--- src/rtl/secuenciador_fir_mac.sv ---
// NTAPS-tap FIR sequencer driving one shared external multiply-add-truncate datapath, one tap per clock.
// Optional macro FIR_DESBORDE_STICKY_EN: desborde reports an overflow from any tap instead of the last one only.
module secuenciador_fir_mac #(
  parameter int unsigned ANCHO = 16,
  parameter int unsigned NTAPS = 4,
  parameter int unsigned AW    = 2
) (
  input  logic             clk,
  input  logic             reset_n,
  input  logic [ANCHO-1:0] muestra,
  input  logic             muestra_valida,
  output logic             listo,
  input  logic             coef_we,
  input  logic [AW-1:0]    coef_addr,
  input  logic [ANCHO-1:0] coef_data,
  output logic [ANCHO-1:0] mac_op1,
  output logic [ANCHO-1:0] mac_op2,
  output logic [ANCHO-1:0] mac_op3,
  input  logic [ANCHO-1:0] mac_resultado,
  input  logic             mac_desborde,
  output logic [ANCHO-1:0] salida,
  output logic             salida_valida,
  output logic             desborde
);

  typedef enum logic {REPOSO, MAC} estado_t;

  localparam logic [AW-1:0] K_ULTIMO = AW'(NTAPS - 1);

  estado_t          estado_q, estado_d;
  logic [AW-1:0]    k_q, k_d;
  logic [AW-1:0]    k_sig;
  logic [ANCHO-1:0] x_q [NTAPS];
  logic [ANCHO-1:0] x_d [NTAPS];
  logic [ANCHO-1:0] c_q [NTAPS];
  logic [ANCHO-1:0] c_d [NTAPS];
  logic [ANCHO-1:0] op1_q, op1_d;
  logic [ANCHO-1:0] op2_q, op2_d;
  logic [ANCHO-1:0] op3_q, op3_d;
  logic [ANCHO-1:0] salida_q, salida_d;
  logic             valida_q, valida_d;
  logic             desb_q, desb_d;
  logic             listo_q, listo_d;
`ifdef FIR_DESBORDE_STICKY_EN
  logic             ov_acum_q, ov_acum_d;
`endif

  assign k_sig = k_q + AW'(1);

  // Operands are registered: they are prepared for the tap that the next cycle will compute.
  always_comb begin
    estado_d = estado_q;
    k_d      = k_q;
    x_d      = x_q;
    c_d      = c_q;
    op1_d    = '0;
    op2_d    = '0;
    op3_d    = '0;
    salida_d = salida_q;
    valida_d = 1'b0;
    desb_d   = desb_q;
`ifdef FIR_DESBORDE_STICKY_EN
    ov_acum_d = ov_acum_q;
`endif

    unique case (estado_q)
      REPOSO: begin
        // Bank write lands before the accept so tap 0 already sees the new coefficient.
        if (coef_we && (32'(coef_addr) < NTAPS)) begin
          c_d[coef_addr] = coef_data;
        end
        if (muestra_valida) begin
          for (int i = NTAPS - 1; i > 0; i--) begin
            x_d[i] = x_q[i-1];
          end
          x_d[0]   = muestra;
          k_d      = '0;
          op1_d    = c_d[0];
          op2_d    = muestra;
          op3_d    = '0;
          estado_d = MAC;
`ifdef FIR_DESBORDE_STICKY_EN
          ov_acum_d = 1'b0;
          desb_d    = 1'b0;
`endif
        end
      end
      MAC: begin
`ifdef FIR_DESBORDE_STICKY_EN
        ov_acum_d = ov_acum_q | mac_desborde;
`endif
        if (k_q == K_ULTIMO) begin
          salida_d = mac_resultado;
          valida_d = 1'b1;
`ifdef FIR_DESBORDE_STICKY_EN
          desb_d   = ov_acum_q | mac_desborde;
`else
          desb_d   = mac_desborde;
`endif
          estado_d = REPOSO;
        end else begin
          k_d   = k_sig;
          op1_d = c_q[k_sig];
          op2_d = x_q[k_sig];
          op3_d = mac_resultado;
        end
      end
      default: estado_d = REPOSO;
    endcase

    listo_d = (estado_d == REPOSO);
  end

  always_ff @(posedge clk or negedge reset_n) begin
    if (!reset_n) begin
      estado_q <= REPOSO;
      k_q      <= '0;
      for (int i = 0; i < NTAPS; i++) begin
        x_q[i] <= '0;
        c_q[i] <= '0;
      end
      op1_q    <= '0;
      op2_q    <= '0;
      op3_q    <= '0;
      salida_q <= '0;
      valida_q <= 1'b0;
      desb_q   <= 1'b0;
      listo_q  <= 1'b1;
`ifdef FIR_DESBORDE_STICKY_EN
      ov_acum_q <= 1'b0;
`endif
    end else begin
      estado_q <= estado_d;
      k_q      <= k_d;
      x_q      <= x_d;
      c_q      <= c_d;
      op1_q    <= op1_d;
      op2_q    <= op2_d;
      op3_q    <= op3_d;
      salida_q <= salida_d;
      valida_q <= valida_d;
      desb_q   <= desb_d;
      listo_q  <= listo_d;
`ifdef FIR_DESBORDE_STICKY_EN
      ov_acum_q <= ov_acum_d;
`endif
    end
  end

  assign listo         = listo_q;
  assign mac_op1       = op1_q;
  assign mac_op2       = op2_q;
  assign mac_op3       = op3_q;
  assign salida        = salida_q;
  assign salida_valida = valida_q;
  assign desborde      = desb_q;

endmodule

--- config.mk ---
export PLATFORM = sky130hd
export DESIGN_NAME = secuenciador_fir_mac
export DESIGN_NICKNAME = d
export VERILOG_FILES = /design/src/rtl/secuenciador_fir_mac.sv
export SDC_FILE = /design/constraint.sdc
export NUM_CORES = 1
export LEC_CHECK = 0
export CAP_MARGIN = 0
export CORE_MARGIN = 10
export CORE_UTILIZATION = 49
export DETAILED_ROUTE_END_ITERATION = 16
export GPL_TIMING_DRIVEN = 1
export PLACE_DENSITY = 0.77
export SYNTH_ARGS = -nofsm -noshare
export SYNTH_HDL_FRONTEND = slang
export SYNTH_SLANG_ARGS = --single-unit
--- constraint.sdc ---
create_clock -name clk -period 1.6 [get_ports clk]
set_clock_uncertainty 0.1 [all_clocks]
set_input_delay 0.32 -clock clk [delete_from_list [all_inputs] [get_ports clk]]
set_output_delay 0.32 -clock clk [all_outputs]
set_load 0.02 [all_outputs]
Word level (Yosys, flattened, before mapping)
Cells that the tools add are included.
{"block": "totals", "word_cells": 59, "reg_bits": 198, "out_inout_bits": 67, "in_bits": 55}
{"block": "classes", "addsub": 1, "bitwise": 4, "eq_ne": 3, "n_reduce_logical": 5, "magnitude_cmp": 3, "muxes": 26}
{"op": "$mux W16", "count": 10}
{"op": "$pmux W16 S2", "count": 3}
{"op": "$bmux W16 S2", "count": 2}
{"op": "$bwmux W64", "count": 1}
{"op": "$mux W64", "count": 1}
{"op": "$demux W16 S2", "count": 1}
{"op": "$reduce_and A2 Y1", "count": 4}
{"op": "$ge A3 B3 Y1 const B", "count": 2}
{"op": "$not A2 Y3", "count": 2}
{"op": "$mux W1", "count": 4}
{"op": "$mux W2", "count": 2}
{"op": "$ne A2 B2 Y1 const B", "count": 2}
{"op": "$pmux W2 S2", "count": 1}
{"op": "$lt A3 B1 Y1 const B", "count": 1}
{"op": "$add A2 B1 Y2 const B", "count": 1}
{"op": "$eq A2 B2 Y1 const B", "count": 1}
{"op": "$not A1 Y1", "count": 2}
{"op": "$pmux W1 S2", "count": 1}
{"op": "$logic_and A1 B1 Y1", "count": 1}

Logic depth before layout (Yosys ltp)
{"block": "depth", "depth_word": 9, "mapped_depth": 7, "mapped_depth_nobuf": 4}

Worst setup path before layout
Ideal clock, no wire load.
{"block": "synth_timing", "path_kind": "register to register", "start": "register k_q[0]", "end": "register op1_q[11] (netlist: mac_op1[11])", "stages_incl_launch_ff": 7, "synth_period_minus_slack_ps": 1730, "setup_ps": 91, "t_required_ps": 1409, "n_path_buf": 2, "path_slack_ps": -130, "arrival_ps": 1540, "cell_sequence": "dfrtp_1 -> ha_1 -> buf_2 -> nor3b_2 -> clkbuf_1 -> nand2_1 -> o221ai_1"}
{"block": "synth_via", "elab_chain_cells": 7}
{"element": "start, declared", "line_no": "31", "rtl": "logic [AW-1:0] k_q, k_d;"}
{"element": "start signal, assigned", "line_no": "134", "rtl": "k_q <= k_d;"}
{"element": "$add A2 B1 Y2", "line_no": "48", "rtl": "assign k_sig = k_q + AW'(1);"}
{"element": "$not A2 Y3 (not written as such)", "line_no": "103", "rtl": "op1_d = c_q[k_sig];"}
{"element": "$bmux W16 S2", "line_no": "103"}
{"element": "$mux W16 (not written as such) (2 in a row)", "line_no": "103"}
{"element": "$mux W16 *", "line_no": "92", "rtl": "if (k_q == K_ULTIMO) begin"}
{"element": "$pmux W16 S2 *", "line_no": "66", "rtl": "unique case (estado_q)"}
{"element": "net op1_d[11]", "line_no": "37", "rtl": "logic [ANCHO-1:0] op1_q, op1_d;"}
{"element": "end signal, assigned", "line_no": "137", "rtl": "op1_q <= op1_d;"}
{"element": "end, declared", "line_no": "37"}
The timed path passes the listed nets; every way through them passes the cells marked *. The select of a mux whose other input is x is not followed.
A chain may end at the register's enable or synchronous reset.

Worst setup path after layout
{"block": "layout_timing", "start": "register k_q[0]", "end": "register op2_q[10] (netlist: mac_op2[10])"}
{"block": "layout_via", "elab_chain_cells": 7}
{"element": "$add A2 B1 Y2", "line_no": "48"}
{"element": "$not A2 Y3 (not written as such)", "line_no": "104", "rtl": "op2_d = x_q[k_sig];"}
{"element": "$bmux W16 S2", "line_no": "104"}
{"element": "$mux W16 (not written as such) (2 in a row)", "line_no": "104"}
{"element": "$mux W16 *", "line_no": "92"}
{"element": "$pmux W16 S2 *", "line_no": "66"}
{"element": "net op2_d[10]", "line_no": "38", "rtl": "logic [ANCHO-1:0] op2_q, op2_d;"}
{"element": "end signal, assigned", "line_no": "138", "rtl": "op2_q <= op2_d;"}
{"element": "end, declared", "line_no": "38"}
Marked as above.

==> impl_results.md <==
* Post-DP HPWL at 12800 µm
* Antenna Violating Nets Remaining at 0
* R2R setup slack at -0.04 ns
* Startpoint Class: flop
* Setup tns final at -0.163 ns
* Placer Congestion at 0.768
* Status: finished with violations
* Hold slack at 0.234 ns
* Area grow syn2layout at 31.1%
* VDD IR max at 987 µV
* Netlist cell types at 22
* Vias in the first global route at 6021
* ANT cells at 0
* Worst-Margin Slew at 0.321 ns
* Final wirelength at 20000 µm
* Die area at 22400 µm²
* Die W at 150 µm
* Remaining Overflow, GRT at 0
* PnR worst setup slack at -0.0423 ns
* Core footprint at 16500 µm²
* Pwr dens at 2160 nW/µm²
* Top Ports at 122
* Final hold vios at 0
* P_int at 0.0150 W
* Violated checks: negative setup slack
* Skew-Pair Late Insertion Delay at 0.43 ns
* Max-cap violation count at 0
* Buffers plus inverters on the worst setup path at 2
* Seq. cell area at 4960 µm²
* Slowest cell delay on critical path at 0.42 ns
* Share of total power in the clock network at 0.188
* Critical Path End: mac_op2[10]
* Inst Count DP at 1009
* Pleak at 5.13 nW
* Critical Path AT at 1.85 ns
* First-pass GRT wire length at 31700 µm
* Synthesis Warnings at 0
* TritonCTS buffer count at 17
* Max-slew headroom at 0.786
* Clk sinks at 198
* Syn_nets at 734
* IO buf count at 121
* Layout Cells excl Fill at 1049
* Post-route minimum period at 1.64 ns
* Sw Pwr at 0.00839 W
* Initial antenna violation count at 0
* RSZ-0062 raised after global routing: true
* Worst Reg2Reg Path Length in Cells at 5
* Row count at 47
* Fin area at 10800 µm²
* Mapped Cells at 678
* Combinational share of power at 0.443
* CP required at 1.80 ns
* Layout cells sized above 1 at 0.252
* Root Buffer: clkbuf_16
* CP Capture Type: flop
* TritonCTS clock tree: built
* Routed vias/inst at 5.34
* DRC viols at 0
* TritonRoute pass-1 iters at 5
* Flop pwr share at 0.369
* GRT Total Usage at 0.179
* CP delay by family, top: flip-flops
* # nets final at 872
* Sw Share at 0.359
* Mean post-synth cell area at 12.2 µm²
* F_max at 0.609 GHz
* Die height at 150 µm
* Routed len/inst at 19.1 µm
* Post-synthesis sequential area ratio at 0.601
* Slowest cell on the critical path: dfrtp_1
* Placed Area at 9970 µm²
* Reg-to-reg startpoint: k_q[0]
* CP Class: flop to flop
* Critical path startpoint: k_q[0]
* Initial DRC count at 333
* Fin crit share at 1.03
* Clk pin slew, worst setup/hold paths at 0.07 ns
* Final setup viols at 10
* Hold Path Class: primary input to asynchronous set/reset pin
* H-tree depth at 4
* Number of synthesized register bits at 198
* Worst path cell trace: ha_4 > buf_6 > buf_12 > mux2i_2 > o221ai_2
* Syn Std Cell Area at 8250 µm²
* Area of the multi-input gates at 3250 µm²
* Starting Density at 0.499
* Fillers at 1203
* Clk buf depth at 2
* Largest net degree at the start of global routing at 63
* Pins Over Slew Limit at 0
* Worst Path Max Fanout at 8
* Critical R2R Capture: mac_op2[10]
* Crit path depth at 5
* Total number of vias at 5604
## cell usage in the layout, fill, tap and decap left out, types with 6 or more instances in the layout
master           synthesis  final
clkdlybuf4s50_1          0     53
o221ai_2                 0     14
buf_12                   0     15
mux2i_2                  0      8
nand2_2                  0      6
o221ai_1                32     18
dfrtp_1                197    196
and2_1                  16     16
clkdlybuf4s15_1          0     14
nand2_1                214    208
clkbuf_16                0     18
dlygate4sd2_1            0     51
mux2i_1                 64     54
buf_4                    1     15
mux2_2                  97     97
## worst reg2reg max path, stage by stage (launching register included)
cell      delay [ns]
dfrtp_1         0.42
ha_4            0.31
buf_6           0.13
buf_12          0.16
mux2i_2         0.27
o221ai_2        0.12
## cell type report
class                           count  share of cell area
Sequential cell                   198               0.458
Multi-Input combinational cell    437               0.300
Timing Repair Buffer              160               0.159
Clock buffer                       22              0.0429
Tap cell                          220              0.0255
Clock inverter                     10              0.0134
Inverter                            2            0.000694
## worst min path at each step
| stage | end | slack [ns] | cells past startpoint | start |
|---|---|---|---|---|
| 3_5_place_dp | x_q[7] | 0.12 | 1 | reset_n |
| 2_1_floorplan | asynchronous set/reset pin | -0.08 | 0 | reset_n |
| 4_1_cts | mac_op2[7] | 0.23 | 2 | reset_n |
| 3_3_place_gp | mac_op2[7] | 0.11 | 1 | reset_n |
| 6_report | x_q[56] | 0.23 | 2 | reset_n |
| 5_1_grt | x_q[39] | 0.25 | 2 | reset_n |
## logic make-up (layout without fill, tap and decap cells)
logic type	Yosys count	count (layout)	share of synthesized area
DFF	198	198	0.601
muxes	161	161	0.210
and+or+nand+nor	243	243	0.125
buffers and inverters	43	194	0.0290
adders and majority gates	1	1	0.00152
AOI/OAI and AO/OA	32	32	0.0340
## power by group through the flow
| stage | Combinational, W | Clock, W | Sequential (W) |
|---|---|---|---|
| 2_1_floorplan | 0.00505 | 0 | 0.00913 |
| 3_3_place_gp | 0.00900 | 0 | 0.00845 |
| 3_5_place_dp | 0.00939 | 0 | 0.00863 |
| 4_1_cts | 0.00978 | 0.00447 | 0.00856 |
| 5_1_grt | 0.0111 | 0.00470 | 0.00889 |
| 6_report | 0.0103 | 0.00440 | 0.00863 |
## routing by layer
metal  global-route usage  wire [µm]  vias to the layer above
li1                     -          -                     2591
met1                0.213       8020                     2866
met2                0.310      10600                      124
met3               0.0492       1100                       23
met4               0.0510        253                        0
met5                    0          0                        -
## cell usage after synthesis (all sizes together)
cell	instances	area, µm²
nand3	2	10.0
nor4b	1	23.8
mux2	97	1090
nand2	214	803
dfstp	1	26.3
buf	32	198
ha	1	12.5
dfrtp	197	4930
and2	16	100
nor2b	2	12.5
clkbuf	9	33.8
inv	2	7.51
nand2b	3	18.8
o221ai	32	280
nand4b	1	15.0
mux2i	64	641
and4bb	2	25.0
nor3b	2	20.0
## through the flow
step | utilization | total power [W] | setup slack (ns)
final | 0.654 | 0.0234 | -0.0423
after global routing | 0.654 | 0.0247 | -0.0841
after CTS | 0.645 | 0.0228 | -0.0320
after detailed placement | 0.603 | 0.0180 | -0.405
after global placement | 0.603 | 0.0174 | -0.369
after floorplan | - | 0.0142 | -0.0186
## what timing repair did
item,CTS,global route
cloned,3,1
hold endpoints to repair,83,0
hold buffers,1,0
setup endpoints to repair,90,47
pin swaps,5,15
setup buffers,3,1
gates resized for setup,83,44
(Power assumes the default switching activity.)
==> RTL edit 1, RTL diff (same flow settings) <==
The parameter `NTAPS` goes from 4 to 8.
--- a/src/rtl/secuenciador_fir_mac.sv
+++ b/src/rtl/secuenciador_fir_mac.sv
@@ -3,5 +3,5 @@
 module secuenciador_fir_mac #(
   parameter int unsigned ANCHO = 16,
-  parameter int unsigned NTAPS = 4,
+  parameter int unsigned NTAPS = 8,
   parameter int unsigned AW    = 2
 ) (
Behaviour: same outputs for any inputs over 4 cycles, from zero or initial values and one cycle with reset_n low; that may be too few to reach the edited logic, so the function may still have changed.
==> RTL edit 1 against the original RTL <==
The flow still finishes with violations (negative setup slack); total power fell by 2.8%; design area fell by 0.51%; synthesized area is essentially flat; sequential cell count stayed put; routed wire length down 2.6%; synthesized cell count is the same; setup slack better by 0.025 ns; critical endpoint is now mac_op1[12].
==> RTL edit 1: results (changes against the original RTL) <==
- Status: finished with violations
- Failing checks: negative setup slack
- Vias in the first global route: 5939 (-1.4%)
- Layout cell share with drive strength beyond 1: 25.7% (+0.49 points)
- Nets: 870 (-0.23%)
- Final worst slack: -0.0174 ns (+0.0249 ns)
- Crit path to: mac_op1[12]
- Post-Synth Adder-Cell Area: 0.152% (about the same)
- Largest net degree at the start of global routing: 65 (+3.2%)
- DP Wirelength: 12600 µm (-1.9%)
- Complex-gate fraction of the synthesized area: 3.39% (about the same)
- M1 GR Usage: 19.6% (-1.7 points)
- Final setup violation count: 12 (+2)
- Total global-route track usage: 16.9% (-1.0 points)
- Reg2Reg Depth: 7 (+2)
- Final RePlAce weighted congestion: 0.772 (+0.55%)
- Initial DRC count: 401 (+20%)
- Met3 Use GR: 4.56% (-0.36 points)
- Met2 layer usage reported by global route: 29.5% (-1.6 points)
- Peak VDD IR: 1.17 mV (+19%)
- Worst Tran Pin Value: 0.357 ns (+0.0360 ns)
- First-pass GRT wire length: 30200 µm (-4.9%)
- Static Leakage: 5.14 nW (+0.11%)
- Post-CTS Resized: 80 (-3.6%)
- # fillers: 1221 (+1.5%)
## RTL edit 1: power breakdown
group | leakage (nW) | internal, mW | total, mW | switching, mW
Sequential | 2.47 | 7.28 | 8.58 | 1.30
Clock | 0.256 | 2.18 | 3.99 | 1.81
Combinational | 2.41 | 5.02 | 10.1 | 5.11
## RTL edit 1: metrics by stage
stage / cell area [µm²] / setup WS, ns / power [mW] / cells / setup TNS [ns]
global placement: 9970 / -0.379 / 17.4 / 1008 / -26.99
detailed placement: 9970 / -0.428 / 17.9 / 1008 / -31.82
global route: 10800 / -0.0875 / 24.1 / 1045 / -1.58
CTS: 10500 / -0.0178 / 21.8 / 1041 / -0.0289
finish: 10800 / -0.0174 / 22.7 / 1045 / -0.112
floorplan: 8270 / -0.0186 / 14.2 / 678 / -0.447
## RTL edit 1: area by class of cell
class | instances | area share, %
timing repair buffer | 158 | 16.0
multi-input combinational | 437 | 30.2
sequential | 198 | 46.1
inverter | 2 | 0.0698
tap | 220 | 2.56
clock buffer | 20 | 4.15
clock inverter | 10 | 0.919
==> RTL edit 2, RTL diff (same settings) <==
Without the edit above. Reset style: synchronous (`reset_n`), changed in one clocked block.
--- a/src/rtl/secuenciador_fir_mac.sv
+++ b/src/rtl/secuenciador_fir_mac.sv
@@ -112,5 +112,5 @@
   end
 
-  always_ff @(posedge clk or negedge reset_n) begin
+  always_ff @(posedge clk) begin
     if (!reset_n) begin
       estado_q <= REPOSO;
Function: differs if reset_n is asserted again (counterexample within 4 cycles, from zero or initial values and one cycle with reset_n low); with reset_n held inactive, the same outputs for 4 cycles.
==> RTL edit 2 against the original RTL <==
Setup slack improved by 0.069 ns; die area fell by 7.1%; first-iteration DRC count rose by 32%; design area fell by 11%; sequential cell count did not move; non-clock buffer count fell by 1; routed wire length fell by 8.1%; synthesized area fell by 8.1%; highest routed layer unchanged.
Power is not compared: it rests on default switching activity, and its combinational part moved more than twofold at a synthesized area within 25%.
==> RTL edit 2: results (changes against the original RTL) <==
- Status: finished clean
- Vias in the first global route: 6024 (+0.050%)
- Seq/Total Area, Yosys: 52.3% (-7.8 points)
- DP Wirelength: 12200 µm (-4.8%)
- Reg2reg setup slack: 0.03 ns (+0.07 ns)
- Worst r2r dst: mac_op2[14]
- RR Startpoint: k_q[0]
- Worst hold path class: in -> reg
- Wire per inst: 16.2 µm (-15%)
- Routed vias: 6148 (+9.7%)
- Reg2Reg Depth: 4 (-1)
- Initial DRC count: 438 (+32%)
- Met3 Use GR: 4.13% (-0.79 points)
- Mapped Nets: 879 (+20%)
- Post-Synth Adder-Cell Area: 0.165% (+0.013 points)
- Largest net degree at the start of global routing: 67 (+6.3%)
- Routed length on met3: 1150 µm (+4.5%)
- M1 GR Usage: 21.8% (+0.49 points)
- XOR/XNOR share of the synthesized area: 0.116% (+0.12 points)
- First-pass GRT wire length: 29700 µm (-6.4%)
- Cell count after synthesis: 823 (+21%)
- Critical Path AT: 1.79 ns (-0.06 ns)
- Dpl ws: -0.325 ns (+0.0796 ns)
- Post-CTS Setup Bufs: 0 (-3)
- Ys async rst share: 0% (-100 points)
- DP Cell Count: 1103 (+9.3%)
- Main area contributors after synthesis: dfxtp_1, nand2_1, mux4_2, a21oi_1, o21ai_0
- Met2 WL post-DR: 8880 µm (-16%)
- WL met1: 8060 µm (+0.51%)
## RTL edit 2: layout make-up
class / instances / area, µm² / share of cell area, %
Tap cell: 188 / 235 / 2.43
Clock buffer: 19 / 443 / 4.58
Inverter: 1 / 5.00 / 0.0517
Antenna cell: 1 / 2.50 / 0.0259
Timing Repair Buffer: 159 / 1610 / 16.6
Sequential cell: 198 / 3970 / 41.0
Multi-Input combinational cell: 557 / 3290 / 34.0
Clock inverter: 11 / 125 / 1.29
## RTL edit 2: worst max path at each step
stage | slack [ns] | end | depth (start not counted)
global route | -0.003 | mac_op2[14] | 4
global placement | -0.31 | c_q[60] | 5
CTS | 0.003 | mac_op1[14] | 1
finish | 0.03 | mac_op2[14] | 4
floorplan | 0.04 | mac_op2[2] | 5
detailed placement | -0.33 | mac_op1[7] | 6
## RTL edit 2: what timing repair did
| action | CTS | global route |
|---|---|---|
| setup endpoints to repair | 86 | 19 |
| hold endpoints to repair | 0 | 0 |
| resized for setup | 70 | 7 |
